File: config.mk
export PLATFORM = sky130hd
export DESIGN_NAME = sha256_round_sequencer
export DESIGN_NICKNAME = d
export VERILOG_FILES = /design/src/rtl/sha256_pkg.sv /design/src/rtl/sha256_round_sequencer.sv
export SDC_FILE = /design/constraint.sdc
export NUM_CORES = 1
export LEC_CHECK = 0
export BUFFER_PORTS_ARGS = -buffer_cell sky130_fd_sc_hd__buf_2
export CORE_ASPECT_RATIO = 1.4
export CORE_MARGIN = 3
export CORE_UTILIZATION = 36
export CTS_CLUSTER_DIAMETER = 120
export DETAILED_ROUTE_END_ITERATION = 6
export GPL_ROUTABILITY_DRIVEN = 0
export PLACE_DENSITY = 0.57
export SLEW_MARGIN = 20
export SYNTH_ARGS = -nofsm -noshare
export SYNTH_HDL_FRONTEND = slang
export SYNTH_SLANG_ARGS = --single-unit
File: constraint.sdc
create_clock -name clk -period 2 [get_ports clk]
set_input_delay 0.1 -clock clk [delete_from_list [all_inputs] [get_ports clk]]
set_output_delay 0.1 -clock clk [all_outputs]
set_load 0.03 [all_outputs]
File: src/rtl/sha256_pkg.sv
// Shared definitions for the SHA-256 round sequencer: block geometry and FSM states.
package sha256_pkg;

    localparam int MSG_WORDS    = 16;
    localparam int ROUNDS       = 64;
    localparam int DIGEST_WORDS = 8;
    // One extra cycle drains the 1-cycle read latency of the input memory.
    localparam int LOAD_CYCLES  = MSG_WORDS + 1;
    localparam int CNT_W        = 7;

    typedef enum logic [2:0] {
        IDLE,
        INIT,
        LOAD,
        ROUND,
        UPDATE,
        WRITE,
        DONE
    } state_t;

endpackage

File: src/rtl/sha256_round_sequencer.sv
// Handshaked FSM that sequences one SHA-256 compression block: message load,
// 64 rounds, H update and, after the last block, the digest write-out.
module sha256_round_sequencer
    import sha256_pkg::*;
(
    input  logic       clk,
    input  logic       reset,
    input  logic       start,
    input  logic       first_block,
    input  logic       last_block,
    output logic       busy,
    output logic       block_done,
    output logic       done,
    output logic       in_mem_en,
    output logic [3:0] in_mem_addr,
    output logic       w_shift_en,
    output logic       w_sel,
    output logic       init_state,
    output logic       h_init_const,
    output logic       round_en,
    output logic [5:0] k_num,
    output logic       h_update,
    output logic       out_mem_en,
    output logic [2:0] out_mem_addr
);

    state_t             state;
    state_t             state_nxt;
    logic [CNT_W-1:0]   cnt;
    logic               first_q;
    logic               last_q;

    // State, counter and block-flag registers; counter restarts on every state entry.
    always_ff @(posedge clk) begin
        // NOTE: sequential state uses non-blocking assignments so every register
        // sees the values from before the edge, regardless of statement order.
        if (!reset) begin
            state   <= IDLE;
            cnt     <= '0;
            first_q <= 1'b0;
            last_q  <= 1'b0;
        end else begin
            state <= state_nxt;
            if (state_nxt != state || state == IDLE) begin
                cnt <= '0;
            end else begin
                cnt <= cnt + 7'd1;
            end
            // Flags are captured only when a block is accepted and held for its duration.
            if (state == IDLE && start) begin
                first_q <= first_block;
                last_q  <= last_block;
            end
        end
    end

    // Next-state logic; phase lengths come from the counter.
    always_comb begin
        // NOTE: a default before the case keeps every path assigned, so no latch is inferred.
        state_nxt = state;
        case (state)
            IDLE:    if (start) state_nxt = INIT;
            INIT:    state_nxt = LOAD;
            LOAD:    if (cnt == 7'(LOAD_CYCLES - 1))  state_nxt = ROUND;
            ROUND:   if (cnt == 7'(ROUNDS - 1))       state_nxt = UPDATE;
            UPDATE:  state_nxt = last_q ? WRITE : IDLE;
            WRITE:   if (cnt == 7'(DIGEST_WORDS - 1)) state_nxt = DONE;
            DONE:    state_nxt = IDLE;
            default: state_nxt = IDLE;
        endcase
    end

    // Moore output decode from state and counter; everything is 0 in IDLE.
    always_comb begin
        busy         = (state != IDLE);
        block_done   = 1'b0;
        done         = 1'b0;
        in_mem_en    = 1'b0;
        in_mem_addr  = '0;
        w_shift_en   = 1'b0;
        w_sel        = 1'b0;
        init_state   = 1'b0;
        h_init_const = 1'b0;
        round_en     = 1'b0;
        k_num        = '0;
        h_update     = 1'b0;
        out_mem_en   = 1'b0;
        out_mem_addr = '0;
        case (state)
            INIT: begin
                init_state   = 1'b1;
                h_init_const = first_q;
            end
            LOAD: begin
                // Reads issue on cnt 0..15; data arrives one cycle later, so
                // the shift register advances on cnt 1..16.
                if (cnt < 7'(MSG_WORDS)) begin
                    in_mem_en   = 1'b1;
                    in_mem_addr = cnt[3:0];
                end
                if (cnt != '0) begin
                    w_shift_en = 1'b1;
                end
            end
            ROUND: begin
                round_en   = 1'b1;
                k_num      = cnt[5:0];
                w_shift_en = 1'b1;
                w_sel      = 1'b1;
            end
            UPDATE: begin
                h_update   = 1'b1;
                block_done = 1'b1;
            end
            WRITE: begin
                out_mem_en   = 1'b1;
                out_mem_addr = cnt[2:0];
            end
            DONE: begin
                done = 1'b1;
            end
            default: ;
        endcase
    end

endmodule

==> impl_metrics.yaml <==
worst_setup_path:
  end_kind: "primary output"
  worst-setup-path-type: "reg2out"
  timing.critical_path.fanout_max: 15
  critPathRequiredTime_ns: 1.90
  setup.worst_path.start_class: "register"
  arrival_ns: 1.72
yosys:
  synthCells: 103
  synth-adder-area-share: 0.0300
  synth_top_family_by_area: "simple AND/OR/NAND/NOR gates"
  synth_cell_types: 35
  synth_area_in_compound_gates: 0.163
  post_synth_edffs: 0
  ys_top_cells_by_area: "dfxtp_1 29%, and2_1 7.5%, and3_1 6.7%"
  dominantRegCellSynth: "dfxtp_1"
  syn_avg_cell_area_um2: 8.10
  post_synth_mux_area_share: 0.0240
  most_frequent_cell_after_synthesis: "dfxtp_1"
  post-synth-top-area-fraction: 0.288
  yosys_register_bits: 12
  async_set_reset_flop_share_out_of_synthesis: 0
  synth_xor_xnor_area_share: 0.0525
  netlist.top_cell.by_area: "dfxtp_1"
  netlist_area_um2: 835
  synthesis.yosys.warnings: 0
  synthSimpleGateAreaFrac: 0.351
  syn_nets: 110
  synth.cells.most_frequent: "12 x dfxtp_1, 10 x and2_1, 9 x and3_1"
  synth_seq_area_share: 0.288
clock_network:
  count_of_hold_buffers_inserted_by_post_cts_repair: 0
  cts.htree.levels: 1
  cts_tree: "yes"
  post-cts-setup-buffer-count: 0
  cts-buffers-inserted: 3
  insertion_delay_ns: 0.27
  post_cts_resize_count: 0
  max-clock-path-buffers: 2
  clkTransAtPathRegs_ns: 0.08
  clkSinkCount: 12
  library_cell_used_as_clock_root_buffer: "clkbuf_4"
route:
  drt-pass1-iter-count: 4
  routed_wire_length_mm: 2.01
  post-route-drc-count: 0
  post_route_antenna_net_violation_count: 0
  wl_per_cell_um: 13.3
  drt-initial-drc-count: 14
  drt-vias-per-instance: 5.40
  detailroute.via_count: 815
placement:
  port_buffers: 28
  hpwl_mm: 1.58
  setup_slack_at_placement_ns: 0.269
finish:
  area.growth.synth_to_final_pct: 21.7
  fill_cells: 233
  multi_input_gate_area_in_the_final_layout_um2: 523
  antenna_cells_inserted: 0
  sequential_cell_area_um2: 240
  final_nets: 137
  layout-drive-gt1-share: 0.310
sta:
  worstMarginPinSlew_ns: 0.432
  fmax_mhz: 549
  layout_worst_path_cycle_share: 0.911
  finalSetupViolations: 0
  timing.setup.tns_ns: 0
  timing.slew.headroom: 0.712
  setup_ws_ns: 0.177
  fin_crit_ns: 1.82
  fin_skew_ns: 0.00576
  timing_max_transition_violations_final: 0
  grt_setup_unrepaired: "no"
  hold_violations: 0
pwr:
  leakage_nw: 0.517
  share_of_total_power_in_sequential_cells: 0.479
  pwr-share-comb: 0.164
  p_int_mw: 0.390
  pwr-share-clk: 0.358
  power.switching_fraction: 0.277
  vdd_drop_max_mv: 0.292
  total_switching_power_mw: 0.150
  power_mw: 0.540
  power.density_nw_per_um2: 532
run_status:
  run_status: "complete, no violations"
floorplan:
  initial_core_util: 0.383
  design.core.area_um2: 2180
  die_area_um2: 2940
  placement_rows: 20
  floorplan.io_pins: 29
  dieHeight_um: 63.0
  die_x_um: 46.7
global_route:
  grt_pass1_vias: 774
  grt_max_degree: 16
  grt_remaining_overflow: 0
  gr-usage-all-layers: 0.155
  first_pass_grt_wire_length_mm: 3.41
  number_of_antenna_violations_at_the_first_check_in_global_routing: 0
job:
  drv_cap: 0
worst_hold_path:
  min-delay-path-class: "in2reg"
sequential cells by signal (all words and copies together) (netlist names):
name / cells
last_q: 1
state: 3
first_q: 1
cnt: 7
cell usage in the layout, fill, tap and decap left out:
cell / instances
o22ai_2: 1
nand3_1: 2
and2b_1: 1
nor4_1: 2
clkbuf_8: 1
xnor2_1: 3
o21ba_2: 1
or3_1: 2
o31ai_1: 1
o31a_1: 1
nor3_1: 5
nand2b_1: 2
or4bb_1: 1
clkbuf_4: 3
nand2_1: 6
buf_4: 3
o21ai_0: 2
mux2i_1: 2
nor3_2: 1
buf_2: 28
o41ai_1: 1
a41o_1: 1
ha_1: 2
or3b_1: 1
inv_1: 7
nor2b_1: 1
and3_1: 9
a221oi_2: 1
and2_1: 10
dfxtp_1: 12
nor2_1: 6
a21oi_1: 4
a31oi_1: 1
xor2_1: 2
and4_1: 2
o41ai_4: 1
power groups by stage:
stage,sequential (mW),combinational [mW],clock (mW)
4_1_cts,0.259,0.0892,0.203
2_1_floorplan,0.255,0.0711,0
5_1_grt,0.261,0.0975,0.214
3_5_place_dp,0.264,0.0888,0
3_3_place_gp,0.264,0.0878,0
6_report,0.259,0.0883,0.193
area by class of cell:
cell class | instances | area share
well taps | 22 | 0.0271
flip-flops and latches | 12 | 0.236
inverters | 7 | 0.0259
clock buffers | 4 | 0.0357
multi-input cells | 75 | 0.515
repair buffers | 31 | 0.160
metrics by stage:
| step | utilization | hold WS, ns | cells | cell area [µm²] |
|---|---|---|---|---|
| after floorplan | - | 0.246 | 103 | 840 |
| after global placement | 0.450 | 0.341 | 147 | 980 |
| after detailed placement | 0.450 | 0.357 | 147 | 980 |
| after CTS | 0.467 | 0.0674 | 151 | 1020 |
| after global routing | 0.467 | 0.0840 | 151 | 1020 |
| final | 0.467 | 0.0681 | 151 | 1020 |
final timing paths:
check / slack, ns / from / to / cells after the start
setup / recovery: 0.18 / state[1]$_SDFF_PN0_ / in_mem_addr[3] / 5
hold / removal: 0.07 / first_block / first_q$_SDFFE_PN0P_ / 3
setup reg to reg: 0.27 / cnt[0]$_SDFF_PP0_ / cnt[3]$_SDFF_PP0_ / 5
hold reg to reg: 0.49 / first_q$_SDFFE_PN0P_ / first_q$_SDFFE_PN0P_ / 2
metal layers:
| metal | global-route usage | vias to the layer above | routed length, µm |
|---|---|---|---|
| li1 | - | 409 | - |
| met1 | 0.193 | 379 | 826 |
| met2 | 0.247 | 23 | 1040 |
| met3 | 0.0202 | 4 | 106 |
| met4 | 0.0830 | 0 | 40 |
| met5 | 0 | - | 0 |
cell families (layout without fill, tap and decap cells):
kind of cell	Yosys count	in the layout
xor gates and xnor gates	5	5
DFF	12	12
buffers and inverters	16	42
AOI/OAI and AO/OA	15	15
adders and majority gates	2	2
and+or+nand+nor	51	51
muxes	2	2
critical path, stage by stage (launching register included):
cell and delay (ns):
dfxtp_1 0.59, nand2b_1 0.15, buf_4 0.19, nor3_2 0.19, and2_1 0.14, buf_2 0.19
Note: power is estimated with default switching activity, not from simulation.
